`src/rtl/fp_linear_decoder_pkg.sv`:
```
// Shared widths and FSM encoding for the 8-bit float to 12-bit linear decoder.
package fp_linear_decoder_pkg;

  localparam int unsigned DefWLin = 12;
  localparam int unsigned DefWExp = 3;
  localparam int unsigned DefWSig = 4;

  typedef enum logic [1:0] {
    StIdle  = 2'd0,
    StShift = 2'd1,
    StHold  = 2'd2
  } state_e;

endpackage

```
`src/rtl/fp_linear_decoder_sign_apply.sv`:
```
// Applies the float sign to an unsigned magnitude; zero magnitude never yields negative zero.
module fp_linear_decoder_sign_apply #(
  parameter int unsigned W_LIN = 12
) (
  input  logic             i_sgn,
  input  logic [W_LIN-1:0] i_mag,
  output logic [W_LIN-1:0] o_val
);

  always_comb begin
    o_val = i_mag;
    if (i_mag == '0) begin
      o_val = '0;
    end else if (i_sgn) begin
      o_val = -i_mag;
    end
  end

endmodule

```
`src/rtl/fp_linear_decoder.sv`:
```
// Sequential float {sign, exp, sig} to two's-complement linear expander with
// ready/valid handshakes: one significand shift per clock, then sign applied.
module fp_linear_decoder
  import fp_linear_decoder_pkg::*;
#(
  parameter int unsigned W_LIN = DefWLin,
  parameter int unsigned W_EXP = DefWExp,
  parameter int unsigned W_SIG = DefWSig
) (
  input  logic             clk,
  input  logic             rst_n,
  input  logic             in_valid,
  output logic             in_ready,
  input  logic             in_sign,
  input  logic [W_EXP-1:0] in_exp,
  input  logic [W_SIG-1:0] in_sig,
  output logic             out_valid,
  input  logic             out_ready,
  output logic [W_LIN-1:0] dout,
  output logic             busy
);

  state_e r_state, w_state_next;

  logic             r_sgn;
  logic [W_EXP-1:0] r_cnt;
  logic [W_LIN-1:0] r_mag;
  logic [W_LIN-1:0] r_dout;
  logic             r_out_valid;
  logic [W_LIN-1:0] w_signed;

  fp_linear_decoder_sign_apply #(
    .W_LIN (W_LIN)
  ) u_sign_apply (
    .i_sgn (r_sgn),
    .i_mag (r_mag),
    .o_val (w_signed)
  );

  always_ff @(posedge clk or negedge rst_n) begin
    if (!rst_n) begin
      r_state <= StIdle;
    end else begin
      r_state <= w_state_next;
    end
  end

  always_comb begin
    w_state_next = r_state;
    unique case (r_state)
      StIdle:  if (in_valid) w_state_next = StShift;
      StShift: if (r_cnt == '0) w_state_next = StHold;
      StHold:  if (out_ready) w_state_next = StIdle;
      default: w_state_next = StIdle;
    endcase
  end

  // in_ready is gated by rst_n so it reads low for the whole reset pulse.
  always_comb begin
    in_ready  = rst_n && (r_state == StIdle);
    busy      = (r_state != StIdle);
    out_valid = r_out_valid;
    dout      = r_dout;
  end

  always_ff @(posedge clk or negedge rst_n) begin
    if (!rst_n) begin
      r_sgn       <= 1'b0;
      r_cnt       <= '0;
      r_mag       <= '0;
      r_dout      <= '0;
      r_out_valid <= 1'b0;
    end else begin
      unique case (r_state)
        StIdle: begin
          if (in_valid) begin
            r_sgn <= in_sign;
            r_cnt <= in_exp;
            r_mag <= W_LIN'(in_sig);
          end
        end
        StShift: begin
          if (r_cnt != '0) begin
            r_mag <= r_mag << 1;
            r_cnt <= r_cnt - W_EXP'(1);
          end else begin
            r_dout      <= w_signed;
            r_out_valid <= 1'b1;
          end
        end
        StHold: begin
          if (out_ready) r_out_valid <= 1'b0;
        end
        default: ;
      endcase
    end
  end

endmodule

```
`config.mk`:
```
export PLATFORM = sky130hd
export DESIGN_NAME = fp_linear_decoder
export DESIGN_NICKNAME = d
export VERILOG_FILES = /design/src/rtl/fp_linear_decoder_pkg.sv /design/src/rtl/fp_linear_decoder_sign_apply.sv /design/src/rtl/fp_linear_decoder.sv
export SDC_FILE = /design/constraint.sdc
export NUM_CORES = 1
export LEC_CHECK = 0
export CAP_MARGIN = 0
export CELL_PAD_IN_SITES_DETAIL_PLACEMENT = 1
export CELL_PAD_IN_SITES_GLOBAL_PLACEMENT = 2
export CORE_MARGIN = 5
export CORE_UTILIZATION = 40
export CTS_BUF_LIST = sky130_fd_sc_hd__clkbuf_2
export DETAILED_ROUTE_END_ITERATION = 16
export DONT_BUFFER_PORTS = 1
export PLACE_DENSITY_LB_ADDON = 0.1
export SLEW_MARGIN = 10
export SYNTH_ARGS = -nofsm -noshare
export SYNTH_HDL_FRONTEND = slang
export SYNTH_SLANG_ARGS = --single-unit
```
`constraint.sdc`:
```
create_clock -name clk -period 2.56 [get_ports clk]
set_clock_uncertainty 0.1 [all_clocks]
set_input_delay 0.512 -clock clk [delete_from_list [all_inputs] [get_ports clk]]
set_output_delay 0.512 -clock clk [all_outputs]
set_load 0.05 [all_outputs]
```
# Word-level counts from Yosys, hierarchy flattened
# Index checks and enable logic that the tools add are counted.
word_totals:
  ff_bits: 31
  in_bits: 12
  output_inout_bits: 15
  wordCells: 44
op_classes:
  n_addsub: 2
  eq_ne: 7
  muxes: 15
  bitwise: 1
  n_reduce_logical: 13
op_table:
  columns: ["cell", "n"]
  rows:
  - ["$mux 12", 4]
  - ["$pmux 12 s2", 1]
  - ["$logic_not 12->1", 1]
  - ["$neg 12->12", 1]
  - ["$ne 2x2->1 const B", 5]
  - ["$reduce_and 3->1", 3]
  - ["$mux 2", 3]
  - ["$mux 3", 2]
  - ["$pmux 2 s3", 1]
  - ["$pmux 3 s2", 1]
  - ["$reduce_bool 2->1", 3]
  - ["$reduce_and 2->1", 2]
  - ["$logic_not 3->1", 1]
  - ["$reduce_bool 3->1", 1]
  - ["$sub 3x1->3 const B", 1]
  - ["$eq 2x1->1 const B", 1]
  - ["$eq 2x2->1 const B", 1]
  - ["$logic_not 2->1", 1]
  - ["$mux 1", 2]
  - ["$pmux 1 s2", 1]
  - ["$logic_and 1x1->1", 1]
  - ["$not 1->1", 1]

# Logic depth before layout (Yosys ltp)
logic_depth:
  ltp_word: 3
  mapped_depth: 8

# Modules after synthesis
# Synthesis repeated with hierarchy kept, for this count alone.
hier_totals:
  hier_cells: 155
  area_unflattened_um2: 1702.9
modules_own_cells:
  columns: ["mod", "n_inst", "cells_each", "area_each_um2", "seq_area_each_um2"]
  rows:
  - ["fp_linear_decoder", 1, 112, 1402.6, 775.7]
  - ["fp_linear_decoder_sign_apply", 1, 43, 300.3, 0.0]

# Worst setup path before layout
# Ideal clock, no wire load.
synth_timing:
  path_kind: "reg-to-reg"
  startpoint: "reg r_mag[0]"
  endpoint: "reg r_dout[10], in the netlist dout[10]"
  t_arrival_ns: 1.827
  setup_slack_ns: 0.513
  stages_incl_launch_ff: 8
  path_cell_list: "dfrtp_1 > inv_1 > ha_1 > or3b_1 > or4_4 > nand3_2 > buf_12 > o21ai_2"
synth_between:
  elab_chain_cells: 3
  word_cells_on_any_way: 4
  classes_between: "add/sub: 1; mux: 2; reduce/logical: 1"
synth_lines:
  columns: ["element", "line", "source"]
  rows:
  - ["start, declared", "fp_linear_decoder.sv:27", "logic [W_LIN-1:0] r_mag;"]
  - ["start signal, assigned", "fp_linear_decoder.sv:79", "r_mag <= W_LIN'(in_sig);"]
  - ["start signal, assigned", "fp_linear_decoder.sv:84", "r_mag <= r_mag << 1;"]
  - ["$neg 12->12", "fp_linear_decoder_sign_apply.sv:15", "o_val = -i_mag;"]
  - ["$mux 12", "fp_linear_decoder_sign_apply.sv:14", "end else if (i_sgn) begin"]
  - ["$mux 12 *", "fp_linear_decoder_sign_apply.sv:12", "if (i_mag == '0) begin"]
  - ["end signal, assigned", "fp_linear_decoder.sv:87", "r_dout <= w_signed;"]
  - ["end, declared", "fp_linear_decoder.sv:28", "logic [W_LIN-1:0] r_dout;"]
# Every way passes the cells marked *; elsewhere a longest branch is shown, timed or not.
# A chain may end at the register's enable or synchronous reset.

# Final worst setup path
layout_timing:
  startpoint: "reg r_mag[0]"
  endpoint: "reg r_dout[11], in the netlist dout[11]"
# Same word-level chain as after synthesis.

==> results.json <==
{
  "run_status": "completed",
  "cts-root-buf": "sky130_fd_sc_hd__clkbuf_2",
  "arrival_ps": 2450,
  "synth.yosys.seq_area_share": 0.4948,
  "worstSkewPairLatency_ps": 340,
  "drv_slew": 0,
  "dieHeight_um": 72.61,
  "timing.critical_path.from_type": "flop",
  "setup_repair_after_global_routing_missed_its_margin": "false",
  "max_freq_mhz": 426.1,
  "std_cell_rows": 22,
  "io-pin-count": 27,
  "final_nets": 184,
  "antenna_cells": 0,
  "final.setup.tns_ps": 0,
  "layout-drive-gt1-share": 0.1479,
  "setup.worst_path.end_class": "flop",
  "cp_data_required_time_ps": 2670,
  "synth-edff-count": 0,
  "hold_buffers_post_cts": 2,
  "gr-total-overflow": 0,
  "io_buffer_count": 0,
  "gp_routability_congestion": 0.7122,
  "ant_nets": 0,
  "hold_class": "in2reg",
  "first_pass_iters": 3,
  "clk_pin_slew_worst_paths_ps": 150,
  "dominantRegCellSynth": "sky130_fd_sc_hd__dfrtp_1",
  "report.final.setup_viol": 0,
  "clock_tree.htree_level_count": 2,
  "post-route-util": 0.4488,
  "dr_total_vias": 1122,
  "cts_tree": "yes",
  "clock-sinks": 31,
  "hold_viol_final": 0,
  "numCtsBuffers": 5,
  "relSlewSlack": 0.6684,
  "route.detailed.drc": 0,
  "routedWlPerCell_um": 15.13,
  "max_cap_viol_count": 0,
  "via_per_inst": 5.171,
  "synthArstFlopShare": 1.000,
  "synth_seq_cells": 31,
  "drt-initial-drc-count": 15,
  "postCtsResizedCells": 0,
  "dp_hpwl_mm": 2.487,
  "finalWirelength_mm": 3.283,
  "first_global_vias": 1193,
  "global_route.usage.total": 0.1395,
  "post_cts_buffers": 0,
  "area.growth.synth_to_final_pct": 6.385,
  "post_synthesis_net_count": 180,
  "post_synth_instance_area_sq_um": 1568,
  "fp.coreArea_sq_um": 3716,
  "yosysWarningCount": 0,
  "criticalPathCategory": "reg2reg",
  "crit_path_max_fanout": 12,
  "synth.distinct_cells": 28,
  "timing_worst_slew_pin_value_ps": 497.5,
  "timing.final.crit_share": 0.9168,
  "die_area_sq_um": 5271,
  "start_util": 0.4219,
  "grt_start_max_net_pins": 32,
  "min_cycle_time_layout_ps": 2347,
  "synthesized_instance_count": 165,
  "die_w_um": 72.61,
  "synth.avg_cell_area_sq_um": 9.502,
  "cts_max_path_buffers": 2,
  "number_of_antenna_violations_at_the_first_check_in_global_routing": 0,
  "grt_first_pass_wirelength_mm": 5.699
}
==> kinds of logic (layout without fill, tap and decap cells) <==
group / Yosys count / after routing / synth area share
simple gates: 61 / 61 / 0.1868
compound gates: 43 / 43 / 0.1788
flops: 31 / 31 / 0.4948
buf+inv: 15 / 19 / 0.04630
xor+xnor: 10 / 10 / 0.05587
fa+ha+maj: 3 / 3 / 0.02395
mux: 2 / 2 / 0.01357
==> final timing paths <==
| path | startpoint | end | slack (ps) | cells after the start |
|---|---|---|---|---|
| max | r_mag[0] | dout[11] | 210 | 6 |
| min | out_ready | r_state[1] | 180 | 1 |
| max reg2reg | r_mag[0] | dout[11] | 210 | 6 |
| min reg2reg | r_cnt[0] | r_cnt[0] | 390 | 1 |
| max in group asynchronous | rst_n | dout[11] | 1680 | 2 |
| min in group asynchronous | rst_n | r_mag[5] | 500 | 2 |
==> cells in the mapped netlist, types with 4 or more instances <==
library cell	instances	area (sq um)
sky130_fd_sc_hd__o21ai_0	19	95.09
sky130_fd_sc_hd__clkbuf_1	7	26.28
sky130_fd_sc_hd__o21ai_2	10	87.58
sky130_fd_sc_hd__nand2_1	38	142.6
sky130_fd_sc_hd__nor2_1	6	22.52
sky130_fd_sc_hd__inv_1	7	26.28
sky130_fd_sc_hd__dfrtp_1	31	775.7
sky130_fd_sc_hd__xor2_1	9	78.83
sky130_fd_sc_hd__o31ai_1	4	30.03
==> worst max-delay path, cell delays in order, from the launching register on <==
cell and delay (ps):
sky130_fd_sc_hd__dfrtp_1 430, sky130_fd_sc_hd__inv_1 130, sky130_fd_sc_hd__ha_1 180, sky130_fd_sc_hd__or3b_1 420, sky130_fd_sc_hd__or4_4 510, sky130_fd_sc_hd__nand3_2 290, sky130_fd_sc_hd__o21ai_0 160
==> sequential cells by signal (all words and copies together), names as in the netlist <==
register,count
r_state,2
dout,12
out_valid,1
r_cnt,3
r_mag,12
r_sgn,1
==> cells in the final DEF (no fill, tap or decap) <==
master / instances
sky130_fd_sc_hd__buf_12: 1
sky130_fd_sc_hd__nand3_1: 2
sky130_fd_sc_hd__ha_1: 3
sky130_fd_sc_hd__a211oi_1: 1
sky130_fd_sc_hd__inv_1: 7
sky130_fd_sc_hd__a21oi_1: 3
sky130_fd_sc_hd__and2_1: 2
sky130_fd_sc_hd__mux2_2: 1
sky130_fd_sc_hd__nand2b_1: 3
sky130_fd_sc_hd__nand2_1: 38
sky130_fd_sc_hd__o31ai_1: 4
sky130_fd_sc_hd__dlygate4sd3_1: 1
sky130_fd_sc_hd__clkbuf_2: 5
sky130_fd_sc_hd__or4_1: 2
sky130_fd_sc_hd__nor2_1: 6
sky130_fd_sc_hd__a211o_1: 1
sky130_fd_sc_hd__or3b_1: 1
sky130_fd_sc_hd__o21ai_0: 19
sky130_fd_sc_hd__nor2b_1: 3
sky130_fd_sc_hd__xnor2_1: 1
sky130_fd_sc_hd__a31oi_1: 3
sky130_fd_sc_hd__or3_4: 1
sky130_fd_sc_hd__nand3_2: 1
sky130_fd_sc_hd__o41ai_1: 2
sky130_fd_sc_hd__xor2_1: 9
sky130_fd_sc_hd__clkinv_1: 1
sky130_fd_sc_hd__dfrtp_1: 31
sky130_fd_sc_hd__clkinv_2: 1
sky130_fd_sc_hd__buf_4: 3
sky130_fd_sc_hd__o21ai_2: 10
sky130_fd_sc_hd__mux2i_1: 1
sky130_fd_sc_hd__or4_4: 2
==> layer usage <==
layer / vias up / routed length, um / global-route usage
met4: 0 / 18 / 0.03074
met2: 22 / 1522 / 0.2244
li1: 565 / - / -
met5: - / 0 / 0
met1: 533 / 1564 / 0.1752
met3: 2 / 177 / 0.05785
==> final cells by class <==
class	count	area, sq um
sequential	31	775.7
tap	48	60.06
timing repair buffer	5	52.55
fill	441	2048
inverter	7	26.28
clock inverter	2	8.758
multi-input combinational	119	719.4
clock buffer	5	25.02
==> per-stage QoR <==
stage	cells	area (sq um)	worst slack, ps	hold slack (ps)
2_1_floorplan	165	1568	513.0	116.4
3_3_place_gp	208	1604	332.7	117.2
3_5_place_dp	208	1604	206.1	117.3
4_1_cts	217	1668	198.0	171.2
5_1_grt	217	1668	81.47	125.0
6_report	217	1668	212.9	183.7
Power is not shown: default switching activity piles up to over one toggle a cycle in this logic, so the estimate is an artifact.
